**config.mk**
```make
export PLATFORM = sky130hd
export DESIGN_NAME = rv32i_wb_arbiter
export DESIGN_NICKNAME = d
export VERILOG_FILES = /design/src/rtl/rv32i_wb_arbiter.sv
export SDC_FILE = /design/constraint.sdc
export NUM_CORES = 1
export LEC_CHECK = 0
export CORE_MARGIN = 2
export CORE_UTILIZATION = 33
export DETAILED_ROUTE_END_ITERATION = 10
export PLACE_DENSITY_LB_ADDON = 0.1
export SLEW_MARGIN = 25
export SYNTH_ARGS = -nofsm -noshare
export SYNTH_HDL_FRONTEND = slang
export SYNTH_SLANG_ARGS = --single-unit
```
**constraint.sdc**
```tcl
create_clock -name clk -period 4 [get_ports clk]
set_input_delay 0.8 -clock clk [delete_from_list [all_inputs] [get_ports clk]]
set_output_delay 0.8 -clock clk [all_outputs]
set_load 0.01 [all_outputs]
```
**src/rtl/rv32i_wb_arbiter.sv**
```systemverilog
// Two-requester write-back arbiter for an RV32I core: ALU (req0) vs load unit (req1).
// Rotating tie priority, registered register-file write port, saturating statistics.
module rv32i_wb_arbiter #(
  parameter int DATA_W = 32,
  parameter int ADDR_W = 5,
  parameter int CNT_W  = 16
) (
  input  logic              clk,
  input  logic              reset,
  input  logic              req0_valid,
  input  logic [ADDR_W-1:0] req0_reg,
  input  logic [DATA_W-1:0] req0_data,
  output logic              req0_ready,
  input  logic              req1_valid,
  input  logic [ADDR_W-1:0] req1_reg,
  input  logic [DATA_W-1:0] req1_data,
  output logic              req1_ready,
  input  logic              stall,
  output logic              wb_enable,
  output logic [ADDR_W-1:0] wb_reg,
  output logic [DATA_W-1:0] wb_data,
  output logic [1:0]        last_grant,
  output logic [CNT_W-1:0]  conflict_cnt,
  output logic [CNT_W-1:0]  drop_cnt
);

  typedef enum logic {PRI0 = 1'b0, PRI1 = 1'b1} pri_e;

  pri_e              ptr_q, ptr_d;
  logic              wb_enable_q, wb_enable_d;
  logic [ADDR_W-1:0] wb_reg_q, wb_reg_d;
  logic [DATA_W-1:0] wb_data_q, wb_data_d;
  logic [1:0]        last_grant_q, last_grant_d;
  logic [CNT_W-1:0]  conflict_cnt_q, conflict_cnt_d;
  logic [CNT_W-1:0]  drop_cnt_q, drop_cnt_d;

  logic              gnt0, gnt1, xfer, to_x0;
  logic [ADDR_W-1:0] win_reg;
  logic [DATA_W-1:0] win_data;

  function automatic logic [CNT_W-1:0] sat_inc(input logic [CNT_W-1:0] c);
    return (&c) ? c : c + CNT_W'(1);
  endfunction

  // Grant is purely combinational; readies are forced low while reset is held.
  always_comb begin
    gnt0 = 1'b0;
    gnt1 = 1'b0;
    if (reset && !stall) begin
      if (req0_valid && (!req1_valid || ptr_q == PRI0)) gnt0 = 1'b1;
      else if (req1_valid)                                gnt1 = 1'b1;
    end
  end

  assign req0_ready = gnt0;
  assign req1_ready = gnt1;
  assign xfer       = gnt0 | gnt1;
  assign win_reg    = gnt1 ? req1_reg  : req0_reg;
  assign win_data   = gnt1 ? req1_data : req0_data;
  assign to_x0      = (win_reg == '0);

  always_comb begin
    ptr_d          = ptr_q;
    wb_enable_d    = 1'b0;
    wb_reg_d       = wb_reg_q;
    wb_data_d      = wb_data_q;
    last_grant_d   = last_grant_q;
    conflict_cnt_d = conflict_cnt_q;
    drop_cnt_d     = drop_cnt_q;

    if (gnt0) ptr_d = PRI1;
    if (gnt1) ptr_d = PRI0;

    if (xfer) begin
      last_grant_d = {gnt1, gnt0};
      // Writes to x0 are consumed but never reach the register file.
      if (to_x0) begin
        drop_cnt_d = sat_inc(drop_cnt_q);
      end else begin
        wb_enable_d = 1'b1;
        wb_reg_d    = win_reg;
        wb_data_d   = win_data;
      end
    end

    if (req0_valid && req1_valid && !stall) conflict_cnt_d = sat_inc(conflict_cnt_q);
  end

  always_ff @(posedge clk or negedge reset) begin
    if (!reset) begin
      ptr_q          <= PRI0;
      wb_enable_q    <= 1'b0;
      wb_reg_q       <= '0;
      wb_data_q      <= '0;
      last_grant_q   <= 2'b00;
      conflict_cnt_q <= '0;
      drop_cnt_q     <= '0;
    end else begin
      ptr_q          <= ptr_d;
      wb_enable_q    <= wb_enable_d;
      wb_reg_q       <= wb_reg_d;
      wb_data_q      <= wb_data_d;
      last_grant_q   <= last_grant_d;
      conflict_cnt_q <= conflict_cnt_d;
      drop_cnt_q     <= drop_cnt_d;
    end
  end

  assign wb_enable    = wb_enable_q;
  assign wb_reg       = wb_reg_q;
  assign wb_data      = wb_data_q;
  assign last_grant   = last_grant_q;
  assign conflict_cnt = conflict_cnt_q;
  assign drop_cnt     = drop_cnt_q;

endmodule
```
==> impl_metrics.tcl, run 1 <==
set metrics [dict create \
    status "finished, final reports clean" \
    hold_path.class "register to register" \
    vias_per_cell 4.68 \
    arrival_ns 2.35 \
    hold_slack_ns 0.476 \
    fin_crit_ns 3.15 \
    gp_congestion 0.743 \
    area_growth_syn_to_layout_pct 53.1 \
    drc 0 \
    synth_cell_types 40 \
    vias 2915 \
    clk_pin_slew_ns 0.07 \
    worst_clock_skew_ns 0.00654 \
    core-area_mm2 0.0102 \
    final_layout_size_suffix_gt1_share_pct 5.95 \
    slew_violations 0 \
    required_ns 3.20 \
    nNetsFinal 563 \
    overflow 0 \
    syn_area_mm2 0.00346 \
    setup_violations 0 \
    max_cap_violations 0 \
    avgSynthCellArea_um2 10.5 \
    critPathKind "input port to primary output" \
    die_x_um 106 \
    setup_tns_ns 0 \
    clock_path_buffers 2 \
    regArea_mm2 0.00183 \
    cts_tree "yes" \
    cp-end-kind "primary output" \
    synth_edf_count 0 \
    grt_antenna_before_repair 0 \
    slew_headroom_pct 54.8 \
    synthFlopType "dfrtp_1" \
    clock-sinks 73 \
    worstPathMaxFanout 6 \
    max-vdd-ir-drop_v 0.000247 \
    ys_seq_area_share_pct 52.8 \
    wire_per_inst_um 14.8 \
    max_freq_mhz 317 \
    fp.dieH_um 106 \
    fp-row-count 37 \
    start_kind "input port" \
    rsz0062_at_grt "no" \
    nFillCells 962 \
    synth-seq-cells 73 \
    drt-total-wl_mm 9.20 \
    multi_input_area_mm2 0.00159 \
    antenna_cells 0 \
    cts_hold_buf 0 \
    io_pins 153 \
    port_buffers 152 \
    cts.repair.resized 0 \
    yosysWarningCount 0 \
    cts_root_buf "clkbuf_8" \
    grt_max_degree 74 \
    insertion_delay_ns 0.33 \
    final_area_mm2 0.00530 \
    dp_hpwl_mm 6.76 \
    start_util_pct 33.8 \
    synth_nets 409 \
    numCtsBuffers 9 \
    htree_levels 3 \
    dieArea_mm2 0.0113 \
    fin_crit_sh_pct 78.9 \
    power_leakage_nw 2.14 \
    powerDensity_mw_per_mm2 363 \
    synthArstFlopShare_pct 100 \
    post_synth_inst_count 328 \
    firstDrtPassIters 4 \
    drt_iter0_markers 81 \
    dpl_cell_area_mm2 0.00514 \
    grt_use_total_pct 16.5 \
    final_antenna_net_count 0 \
    grt_pass1_vias 2866 \
    grt_pass1_wl_mm 14.8 \
    postCtsSetupBuffers 0 \
    tightest_slew_ns 0.679 \
    design_power_total_mw 1.92 \
    hold_viol_final 0 \
    largest_reg_flops 32 \
]
per-layer routing:
layer | GRT usage, % | vias up | wire (um)
met4 | 5.92 | 0 | 82
li1 | - | 1469 | -
met1 | 22.4 | 1334 | 4280
met3 | 5.27 | 8 | 742
met2 | 24.8 | 104 | 4090
met5 | 0 | - | 0
critical path, stage by stage:
cell and delay [ns]:
clkdlybuf4s50_1 0.56, nand3b_1 0.23, nor2_4 0.17, clkdlybuf4s50_1 0.59
synthesized netlist by cell type, types with 4 or more instances:
master / n / area, um^2
o21ai_0: 5 / 25.0
nor3_1: 14 / 70.1
nand2_1: 15 / 56.3
a21oi_1: 39 / 195
nand4_1: 6 / 37.5
clkbuf_1: 8 / 30.0
buf_1: 4 / 15.0
nor2_1: 45 / 169
mux2i_1: 37 / 370
xor2_1: 16 / 140
nand3_1: 10 / 50.1
dfrtp_1: 73 / 1830
xnor2_1: 10 / 87.6
metrics by stage:
stage | setup slack [ns] | instances | utilization, %
after global placement | 0.722 | 607 | 50.2
after global routing | 0.748 | 623 | 51.8
after CTS | 0.832 | 623 | 51.7
after floorplan | 1.48 | 328 | -
final | 0.846 | 623 | 51.8
after detailed placement | 0.695 | 607 | 50.2
logic make-up (layout without fill, tap and decap cells):
family / Yosys count / count (layout) / synth area share (%)
and+or+nand+nor: 115 / 115 / 16.6
DFF: 73 / 73 / 52.8
AOI/OAI and AO/OA: 56 / 56 / 9.48
muxes: 41 / 41 / 12.1
xor gates and xnor gates: 26 / 26 / 6.58
buffers and inverters: 15 / 174 / 1.63
adders and majority gates: 2 / 2 / 0.723
where the power goes:
group | leakage [nW] | switching, mW | internal (mW)
combinational | 1.16 | 0.215 | 0.315
sequential | 0.891 | 0.0693 | 0.838
clock | 0.0839 | 0.261 | 0.222
total | 2.14 | 0.546 | 1.37
final cells by class:
cell class	count	share of cell area, %
Multi-Input combinational cell	240	30.0
Tap cell	136	3.21
Sequential cell	73	34.5
Clock inverter	4	0.378
Timing Repair Buffer	155	29.2
Clock buffer	12	2.55
Inverter	3	0.213
final timing paths:
check | start | endpoint | slack (ns) | cells after the start
max | req1_valid | req1_ready | 0.85 | 4
min | last_grant[1] | last_grant[1] | 0.48 | 1
max reg2reg | drop_cnt[3] | drop_cnt[15] | 2.01 | 5
min reg2reg | last_grant[1] | last_grant[1] | 0.48 | 1
max in group asynchronous | reset | drop_cnt[14] | 2.92 | 2
min in group asynchronous | reset | wb_data[13] | 0.61 | 2
placed cells by master (no fill, tap or decap), types with 2 or more instances in the layout:
cell | Yosys | final
clkbuf_1 | 8 | 3
nor3_1 | 14 | 13
xor2_1 | 16 | 16
clkbuf_8 | 0 | 9
clkdlybuf4s50_1 | 0 | 151
ha_1 | 2 | 2
nand3_1 | 10 | 10
nand2_1 | 15 | 15
or3_1 | 2 | 2
inv_1 | 3 | 3
xnor2_1 | 10 | 10
nor3b_1 | 2 | 2
and3_1 | 3 | 3
buf_4 | 0 | 3
and4_1 | 2 | 2
dfrtp_1 | 73 | 73
o211ai_1 | 2 | 2
nand4_1 | 6 | 6
clkinv_2 | 0 | 4
nand3b_1 | 3 | 3
nor2b_1 | 2 | 2
nor4_1 | 2 | 2
a21o_1 | 3 | 3
and3b_1 | 2 | 2
nor2_1 | 45 | 44
a21oi_1 | 39 | 39
mux2_2 | 3 | 3
mux2i_1 | 37 | 37
o21ai_0 | 5 | 5
nand2b_1 | 2 | 2
Power figures use the tool's default switching activity.
==> run 2: changes to the inputs <==
==> constraint.sdc (replaced) <==
create_clock -name clk -period 2.55 [get_ports clk]
set_input_delay 0.51 -clock clk [delete_from_list [all_inputs] [get_ports clk]]
set_output_delay 0.51 -clock clk [all_outputs]
set_load 0.01 [all_outputs]
==> run 2 against run 1 <==
Compared with the run above: global-route usage is 0.094 points higher; final area is 3.8% higher; hold slack worse by 0.065 ns; die area did not move; register-to-register slack worse by 1.5 ns.
==> impl_metrics.tcl, run 2 (synthesized netlist as in run 1, its figures left out) <==
set metrics [dict create \
    cp-end-kind "register" \
    drt-total-wl_mm 9.20 \
    hold_slack_ns 0.411 \
    overflow 0 \
    multi_input_area_mm2 0.00160 \
    final_cells 638 \
    slew_violations 0 \
    grt_use_total_pct 16.6 \
    area_growth_syn_to_layout_pct 58.9 \
    grt_antenna_before_repair 1 \
    switching_share_pct 27.4 \
    hold_path.class "input port to asynchronous set/reset pin" \
    setup_violations 0 \
    firstDrtPassIters 4 \
    arrival_ns 2.62 \
    drt_iter0_markers 101 \
    vias_per_cell 4.70 \
    fin_crit_sh_pct 94.0 \
    clock_path_buffers 2 \
    max-vdd-ir-drop_v 0.000473 \
    io_pins 153 \
    design_power_total_mw 3.23 \
    regArea_mm2 0.00183 \
    intPower_mw 2.35 \
    slowest_delay_ns 0.44 \
    crit_family "buffers and inverters" \
    cts_tree "yes" \
    gp_congestion 0.747 \
    worstPathMaxFanout 5 \
    pwr-share-comb_pct 26.2 \
    start_kind "input port" \
    status "finished, final reports clean" \
    rsz0062_at_grt "no" \
    cpMaxStageDelayCell "clkdlybuf4s50_1" \
    critPathKind "input port to register" \
    p_sw_mw 0.885 \
    htree_levels 3 \
    power_leakage_nw 2.27 \
    required_ns 2.77 \
    final_common_cell "clkdlybuf4s50_1" \
    dp_hpwl_mm 6.90 \
    grt_pass1_vias 2971 \
    numCtsBuffers 9 \
    final_layout_size_suffix_gt1_share_pct 9.56 \
    max_cap_violations 0 \
    grt_max_degree 67 \
    nFillCells 939 \
    worst_path_most_repeated_cell "buf_4" \
    core-area_mm2 0.0102 \
    p_clk_share_pct 29.8 \
    clk_pin_slew_ns 0.08 \
    start_util_pct 33.8 \
    drc 0 \
    fp.dieH_um 106 \
    place_inst 619 \
    tightest_slew_ns 0.830 \
    final_cell_mix "clkdlybuf4s50_1, dfrtp_1, nor2_1" \
    fin_crit_ns 2.40 \
    timing.final.ws_setup_ns 0.154 \
    slew_headroom_pct 44.7 \
    die_x_um 106 \
    vias 2999 \
    clock-sinks 73 \
    final_antenna_net_count 0 \
    pwr-share-seq_pct 44.0 \
    cp_num_buf_inv 3 \
    nNetsFinal 578 \
    dp_worst_setup_slack_ns -0.285 \
    cp_cell_sequence "clkdlybuf4s50_1 -> nor4_2 -> buf_4 -> nor4b_2 -> o21bai_2 -> buf_4 -> a21oi_1 -> mux2_2" \
    cts_root_buf "clkbuf_8" \
    antenna_cells 0 \
    setup_tns_ns 0 \
    max_freq_mhz 417 \
    grt_pass1_wl_mm 15.0 \
    powerDensity_mw_per_mm2 588 \
    fp-row-count 37 \
    largest_reg_flops 32 \
    insertion_delay_ns 0.34 \
    port_buffers 152 \
    hold_viol_final 0 \
    worst_clock_skew_ns 0.0142 \
    wire_per_inst_um 14.4 \
    dieArea_mm2 0.0113 \
]
[run 2: cell count changes in the layout (fill, tap and decap cells not counted), sizes merged]
cell           before  now
clkinvlp            0    2
clkdlybuf4s50     151  149
dlymetal6s2s        0    2
bufinv              0    1
clkinv              4    1
dlygate4sd3         0    1
buf                 4   18
[run 2: path summary, 6_finish.rpt]
check                               from       endpoint  slack [ns]  cells past startpoint
min reg2reg                last_grant[1]  last_grant[1]        0.48                      1
max in group asynchronous          reset    wb_data[19]        1.60                      2
max reg2reg                  drop_cnt[3]   drop_cnt[15]        0.51                      5
min                                reset    wb_data[28]        0.41                      2
min in group clk           last_grant[1]  last_grant[1]        0.48                      1
max                          req1_reg[4]    drop_cnt[1]        0.15                      8
[run 2: what timing repair did]
item,in CTS,in global routing
buffers inserted,0,2
gates resized for setup,0,4
endpoints found under the setup margin,0,3
endpoints found under the hold margin,7,0
hold buffers,1,0
[run 2: cell type report]
cell class,count,share of cell area (%)
flip-flops and latches,73,33.2
multi-input cells,240,29.1
clock buffers,12,3.01
clock inverters,4,0.911
well taps,136,3.10
inverters,3,0.205
repair buffers,170,30.5
[run 2: routing by layer]
layer / GRT usage, % / vias up / share of wire, %
li1: - / 1495 / -
met1: 23.3 / 1396 / 48
met2: 25.2 / 96 / 44
met3: 4.97 / 10 / 7.1
met4: 3.95 / 2 / 0.92
met5: 0 / - / 0.13
[run 2: through the flow]
| step | utilization, % | instance area, um^2 |
|---|---|---|
| 3_3_place_gp | 51.2 | 5240 |
| 6_report | 53.7 | 5500 |
| 5_1_grt | 53.7 | 5500 |
| 2_1_floorplan | - | 3460 |
| 3_5_place_dp | 51.2 | 5240 |
| 4_1_cts | 53.4 | 5470 |
[run 2: worst register-to-register path, cell delays in order (launching register included)]
cell and delay [ns]:
dfrtp_1 0.42, nand3_1 0.19, nor3_1 0.52, nand4_1 0.15
or3_1 0.35, mux2_4 0.30
[run 2: power by group through the flow]
stage	sequential [mW]	combinational (mW)	clock (mW)
global placement	1.44	0.845	0
floorplan	1.51	0.238	0
finish	1.42	0.847	0.964
detailed placement	1.45	0.852	0
CTS	1.42	0.858	1.00
global route	1.45	0.920	1.05
==> run 3: changes to the inputs <==
--- a/config.mk
+++ b/config.mk
@@ -9,6 +9,7 @@
 export CORE_UTILIZATION = 33
 export DETAILED_ROUTE_END_ITERATION = 10
 export PLACE_DENSITY_LB_ADDON = 0.1
+export SETUP_SLACK_MARGIN = 0.02
 export SLEW_MARGIN = 25
 export SYNTH_ARGS = -nofsm -noshare
 export SYNTH_HDL_FRONTEND = slang
==> constraint.sdc (replaced) <==
create_clock -name clk -period 2.05 [get_ports clk]
set_input_delay 0.41 -clock clk [delete_from_list [all_inputs] [get_ports clk]]
set_output_delay 0.41 -clock clk [all_outputs]
set_load 0.01 [all_outputs]
==> run 3 against run 2 <==
Compared with the run above: critical path depth shrank 2; die area is the same; final cell count grew 1.4%; sequential share of layout area shrank 0.96 points; utilization grew 1.6 points; first-iteration DRC count shrank 30%; clock skew shrank 0.0050 ns; sequential power grew 25%; register-to-register slack lost 0.29 ns; clock power grew 50%; clock-buffer cell count is the same; total power grew 33%; largest cell class unchanged.
==> impl_metrics.tcl, run 3 (synthesized netlist as in run 1, its figures left out) <==
set metrics [dict create \
    final_cells 647 \
    status "finished, final reports clean" \
    slew_headroom_pct 44.4 \
    die_x_um 106 \
    worstPathMaxFanout 3 \
    vias_per_cell 4.74 \
    final_cell_mix "clkdlybuf4s50_1, dfrtp_1, nor2_1" \
    gp_congestion 0.790 \
    regArea_mm2 0.00183 \
    fin_crit_ns 2.02 \
    powerDensity_mw_per_mm2 758 \
    numCtsBuffers 9 \
    final_layout_size_suffix_gt1_share_pct 11.7 \
    wire_per_inst_um 14.5 \
    hold_path.class "input port to asynchronous set/reset pin" \
    final_common_cell "clkdlybuf4s50_1" \
    highest_layer "met4" \
    grt_pass1_wl_mm 15.0 \
    cts_root_buf "clkbuf_8" \
    place_inst 627 \
    route.met3.wl_um 709 \
    p_clk_share_pct 33.7 \
    cp-end-kind "register" \
    vias 3067 \
    max_freq_mhz 496 \
    largest_reg_flops 32 \
    arrival_ns 2.25 \
    wl_met2_mm 4.06 \
    p_sw_mw 1.11 \
    overflow 0 \
    fp.dieH_um 106 \
    cts_tree "yes" \
    final_antenna_net_count 0 \
    grt_max_degree 66 \
    clock_path_buffers 2 \
    max_cap_violations 0 \
    drc 0 \
    port_buffers 152 \
    design_power_total_mw 4.29 \
    core-area_mm2 0.0102 \
    dieArea_mm2 0.0113 \
    area_growth_syn_to_layout_pct 63.6 \
    drt_iter0_markers 71 \
    nNetsFinal 587 \
    power_leakage_nw 2.35 \
    max-vdd-ir-drop_v 0.000625 \
    insertion_delay_ns 0.35 \
    worst_clock_skew_ns 0.00923 \
    htree_levels 3 \
    dp_hpwl_mm 7.07 \
    clock-sinks 73 \
    nFillCells 935 \
    setup_violations 0 \
    start_util_pct 33.8 \
    pwr-share-comb_pct 24.9 \
    io_pins 153 \
    drt-total-wl_mm 9.38 \
    rsz0062_at_grt "no" \
    required_ns 2.29 \
    start_kind "input port" \
    hold_viol_final 0 \
    fp-row-count 37 \
    tightest_slew_ns 0.833 \
    grt_antenna_before_repair 0 \
    drt-met1-wl_mm 4.48 \
    grt_use_total_pct 16.8 \
    antenna_cells 0 \
    intPower_mw 3.18 \
    firstDrtPassIters 4 \
    pwr-share-seq_pct 41.4 \
    critPathKind "input port to register" \
    slew_violations 0 \
    switching_share_pct 25.8 \
    fin_crit_sh_pct 98.4 \
    grt_pass1_vias 3014 \
    multi_input_area_mm2 0.00164 \
    clk_pin_slew_ns 0.08 \
]
[run 3: cell count changes in the layout (fill, tap and decap cells not counted), moves of 2 or more]
cell,change
buf_12,+2
clkdlybuf4s50_1,-10
buf_4,+7
bufinv_16,+2
dlygate4sd2_1,+10
[run 3: timing repair]
item / in CTS / in global routing
pin swaps: 5 / 5
endpoints found under the setup margin: 54 / 29
resized for setup: 16 / 7
hold buffers: 1 / 0
hold endpoints to repair: 8 / 0
buffers inserted: 2 / 1
[run 3: path summary, 6_finish.rpt]
kind,start,endpoint,slack [ns],cells past startpoint
max,req0_reg[4],drop_cnt[15],0.03,6
min,reset,drop_cnt[2],0.28,2
max reg2reg,drop_cnt[0],drop_cnt[10],0.22,6
min reg2reg,conflict_cnt[15],conflict_cnt[15],0.50,1
max in group asynchronous,reset,wb_reg[0],1.20,2
min in group clk,req1_reg[4],wb_reg[4],0.49,3
[run 3: critical path, stage by stage]
cell and delay [ns]:
dlygate4sd2_1 0.25, or4_4 0.58, a211oi_4 0.26, o21bai_2 0.12
or3_1 0.33, mux2_4 0.30
[run 3: power by group through the flow]
stage                     sequential [mW]  combinational (mW)  clock (mW)
after floorplan                      1.88               0.296           0
after global placement               1.79                1.07           0
after detailed placement             1.80                1.07           0
after CTS                            1.77                1.08        1.49
after global routing                 1.81                1.16        1.55
final                                1.77                1.07        1.45
[run 3: stage by stage]
step / instance area, um^2 / hold WS [ns] / util (%) / setup slack [ns] / setup TNS [ns]
floorplan: 3460 / 0.114 / - / -0.00431 / -0.00431
global placement: 5330 / 0.376 / 52.0 / -0.590 / -24.78
detailed placement: 5330 / 0.377 / 52.0 / -0.581 / -24.62
CTS: 5630 / 0.331 / 55.0 / 0.0269 / 0
global route: 5660 / 0.368 / 55.3 / 0.0251 / 0
finish: 5660 / 0.280 / 55.3 / 0.0323 / 0
[run 3: area by class of cell]
cell class / instances / share of cell area, %
well taps: 136 / 3.01
clock buffers: 12 / 2.92
flip-flops and latches: 73 / 32.3
inverters: 3 / 0.199
multi-input cells: 240 / 29.0
clock inverters: 4 / 1.72
repair buffers: 179 / 30.9
[run 3: routing by layer]
layer	vias up	global-route usage, %
met5	-	0
met4	0	6.48
met3	10	4.60
met2	100	25.0
met1	1435	23.3
li1	1522	-
==> edit 1: new RTL, settings of run 3 <==
Change the parameter `CNT_W` from 16 to 14.
--- a/src/rtl/rv32i_wb_arbiter.sv
+++ b/src/rtl/rv32i_wb_arbiter.sv
@@ -3,7 +3,7 @@
 module rv32i_wb_arbiter #(
   parameter int DATA_W = 32,
   parameter int ADDR_W = 5,
-  parameter int CNT_W  = 16
+  parameter int CNT_W  = 14
 ) (
   input  logic              clk,
   input  logic              reset,
Interface: changed (resized conflict_cnt and drop_cnt); port bits go from 153 to 149. No check against the original RTL was run, so the function may have changed too.
==> edit 1 against run 3 <==
- synthesized area down 8.6%
- fmax grew 2.6%
- die area down 8.3%
- sequential cell count down 4
- sequential power down 4%
- critical endpoint is now drop_cnt[1]
- wire length is 11% lower
- setup slack improved by 0.051 ns
- highest routed layer unchanged
- global-route usage shrank 0.70 points
- register-to-register slack worse by 0.03 ns
- final cell count down 8.2%
- total power down 14%
- final area decreased by 9.3%
- critical path type unchanged
- combinational power fell by 6%
==> edit 1: results (changes against run 3) <==
- Run status: finished, final reports clean
- Port bufs: 148 (-2.6%)
- Avg WL per Cell: 14.1 um (-3.0%)
- DR iter-0 viols: 68 (-4.2%)
- Commonest cells post-synth: 69 x dfrtp_1, 40 x nor2_1, 37 x a21oi_1, 37 x mux2i_1, 22 x xnor2_1
- GP Congestion: 0.829 (+4.9%)
- Post-Syn Instances: 293 (-11%)
- Family with the most delay on the worst path: compound AO/OA/AOI/OAI gates
- Clock Latency Late Sink: 0.33 ns (-0.02 ns)
- Leakage power: 0.00208 uW (-11%)
- Syn_nets: 374 (-8.6%)
- Synth unique cells: 33 (-18%)
- First-pass GRT wire length: 12.9 mm (-14%)
- Proportion of layout cells with a drive suffix above 1: 10.3% (-1.4 points)
- Nets: 542 (-7.7%)
- Pre-CTS setup slack: -0.483 ns (+0.0973 ns)
- Largest net degree at the start of global routing: 62 (-6.1%)
- Via density: 4.63 (-2.3%)
- Vias in the first global route: 2,673 (-11%)
- Post-DP HPWL: 6.23 mm (-12%)
- Placed insts: 576 (-8.1%)
- Worst reg2reg path depth: 7 (+1)
- Hold WC Path Type: input port to async pin
- Worst path max stage delay: 0.50 ns (-0.08 ns)
- Vias: 2,750 (-10%)
- Worst clock skew: 0.0126 ns (+0.00339 ns)
- Seq/Total Area, Yosys: 54.6% (+1.8 points)
- Peak VDD IR: 0.000462 V (-26%)
- Post-DP Area: 4920 um2 (-7.5%)
- Worst-path fanout max: 4 (+1)
- H-tree lvl count: 3 (unchanged)
- Relative slew slack: 48.5% (+4.1 points)
- Ys Warns: 0 (unchanged)
- Overall routing resource usage: 16.1% (-0.70 points)
- Worst-path clk slew: 0.08 ns (about the same)
- Worst EP arrival: 2.19 ns (-0.06 ns)
- Top post-synthesis cells by area: dfrtp_1 55%, mux2i_1 12%, xnor2_1 6.1%
## edit 1: logic make-up (layout without fill, tap and decap cells)
| kind of cell | count (synthesis) | in the layout | share of synthesized area, % |
|---|---|---|---|
| adders and majority gates | 2 | 2 | 0.792 |
| AOI/OAI and AO/OA | 47 | 47 | 8.27 |
| muxes | 39 | 39 | 12.4 |
| and+or+nand+nor | 93 | 93 | 14.3 |
| xor gates and xnor gates | 26 | 26 | 7.20 |
| DFF | 69 | 69 | 54.6 |
| buffers and inverters | 17 | 189 | 2.34 |
## edit 1: worst paths after layout
path                          startpoint             to  slack [ns]
hold / removal                     reset    drop_cnt[5]        0.26
min in group clk                   stall          ptr_q        0.49
setup reg to reg             drop_cnt[0]    drop_cnt[1]        0.19
hold reg to reg            last_grant[1]  last_grant[1]        0.51
max in group asynchronous          reset    wb_data[27]        1.26
setup / recovery             req0_reg[0]    drop_cnt[1]        0.08
## edit 1: area by class of cell
type / count / area (um2)
fill: 861 / 4150
sequential: 69 / 1730
timing repair buffer: 171 / 1680
multi-input combinational: 207 / 1390
tap: 129 / 161
clock buffer: 11 / 141
clock inverter: 4 / 25.0
inverter: 3 / 11.3
## edit 1: routing by layer
layer | up-vias | GRT usage [%] | share of wire (%) | wire length (um)
met2 | 95 | 26.0 | 47 | 3910
met3 | 10 | 5.13 | 8.9 | 747
li1 | 1361 | - | - | -
met5 | - | 0 | 0 | 0
met4 | 0 | 5.95 | 1.5 | 123
met1 | 1284 | 20.4 | 43 | 3570
## edit 1: report_power, final
group	internal (uW)	switching [uW]
registers	1550	147
clock network	462	497
logic	614	397
total	2630	1040
## edit 1: stage by stage
step,setup TNS (ns),hold slack (ns)
5_1_grt,0,0.339
3_5_place_dp,-20.67,0.359
6_report,0,0.260
4_1_cts,0,0.297
2_1_floorplan,0,0.114
3_3_place_gp,-20.27,0.360
## edit 1: timing repair
action / 4_1_cts / 5_1_grt
cloned: 0 / 1
endpoints found under the setup margin: 51 / 12
setup buffers: 1 / 0
hold endpoints to repair: 7 / 0
pin swaps: 3 / 4
resized for setup: 10 / 9
hold buffers: 1 / 0
==> edit 2: new RTL, flow settings as in run 3 <==
Made on the original files. Put one more register stage on the output `conflict_cnt`, cleared by the reset. The value now appears one clock later. The other outputs are not delayed to match.
--- a/src/rtl/rv32i_wb_arbiter.sv
+++ b/src/rtl/rv32i_wb_arbiter.sv
@@ -110,7 +110,13 @@
   assign wb_reg       = wb_reg_q;
   assign wb_data      = wb_data_q;
   assign last_grant   = last_grant_q;
-  assign conflict_cnt = conflict_cnt_q;
+  always_ff @(posedge clk or negedge reset) begin
+    if (!reset) begin
+      conflict_cnt <= '0;
+    end else begin
+      conflict_cnt <= conflict_cnt_q;
+    end
+  end
   assign drop_cnt     = drop_cnt_q;
 
 endmodule
Behaviour: not the same (a bounded check fails within 4 cycles, from zero or initial values and one cycle with reset low).
==> edit 2 against run 3 <==
- sequential cell count grew 16
- count of clock-buffer cells in the layout shrank 3
- wire length grew 13%
- synthesized area grew 13%
- final area grew 12%
- combinational power is essentially flat
- total power grew 17%
- setup slack gained 0.067 ns
- largest power group unchanged
- highest routed layer unchanged
==> edit 2: results (changes against run 3) <==
- Run status: finished, final reports clean
- Clock buffers: 9 (-3)
- Metal3 WL: 699 um (-1.4%)
- Met2 Usage GRT: 25.2% (+0.18 points)
- Worst clock skew: 0.00701 ns (-0.00221 ns)
- Pwr dens: 791 nW/um2 (+4.3%)
- Reg-to-reg startpoint: ptr_q
- Synth unique cells: 42 (+5.0%)
- Comb_multi_in: 232 (-3.3%)
- Worst Setup SP: req0_reg[3]
- Num Clock Sinks: 89 (+22%)
- Multi-input gate area in the final layout: 1700 um2 (+3.3%)
- Worst path max stage delay: 0.45 ns (-0.13 ns)
- Worst EP arrival: 2.17 ns (-0.08 ns)
- Largest net degree at the start of global routing: 55 (-17%)
- Non-clock inverters: 1 (-2)
- Met1 WL: 4.62 mm (+3.1%)
- Syn_nets: 418 (+2.2%)
- Vias: 3,201 (+4.4%)
- Nets: 600 (+2.2%)
- GP Congestion: 0.772 (-2.3%)
- Worst Tran Pin Value: 0.666 ns (-0.167 ns)
- Post-DP Area: 5820 um2 (+9.3%)
- Syn avg cell area: 11.6 um2 (+10%)
- First-pass GRT wire length: 16.1 mm (+7.3%)
- Filler cells: 1,011 (+8.1%)
- CTS Root Cell: clkbuf_16
- Met1 Usage GRT: 20.5% (-2.8 points)
- Clock Network Area Fraction: 5.15% (+0.50 points)
- Seq/Total Area, Yosys: 57.0% (+4.2 points)
- Met2 WL post-DR: 5.13 mm (+26%)
- Pre-CTS setup slack: -0.544 ns (+0.0370 ns)
- Overall routing resource usage: 15.9% (-0.93 points)
- Top post-synthesis cells by area: dfrtp_1 57%, mux2i_1 9.5%, a21oi_1 4.7%
- Placed insts: 643 (+2.6%)
- Leakage power: 0.00267 uW (+14%)
edit 2: cell count changes after synthesis, sizes merged, moves of 7 or more:
cell   before  now
nor2       45   38
dfrtp      73   89
nor4        2    9
nor3       14    6
edit 2: kinds of logic (layout without fill, tap and decap cells):
logic type	after synthesis	after routing	share of synthesized area, %
and+or+nand+nor	112	112	16.4
xor gates and xnor gates	25	25	5.60
muxes	42	42	10.9
adders and majority gates	2	2	0.640
AOI/OAI and AO/OA	51	51	7.65
DFF	89	89	57.0
buffers and inverters	16	203	1.79
edit 2: path summary, 6_finish.rpt:
path | end | slack [ns] | cells after the start
setup / recovery | drop_cnt[15] | 0.1 | 6
hold / removal | wb_data[25] | 0.15 | 2
setup reg to reg | drop_cnt[15] | 0.12 | 5
hold reg to reg | conflict_cnt[6] | 0.43 | 0
max in group asynchronous | wb_data[24] | 1.38 | 2
min in group clk | wb_reg[0] | 0.40 | 3
edit 2: power breakdown:
part	internal (uW)	switching [uW]
registers	1990	152
clock network	1080	704
logic	643	427
total	3720	1280
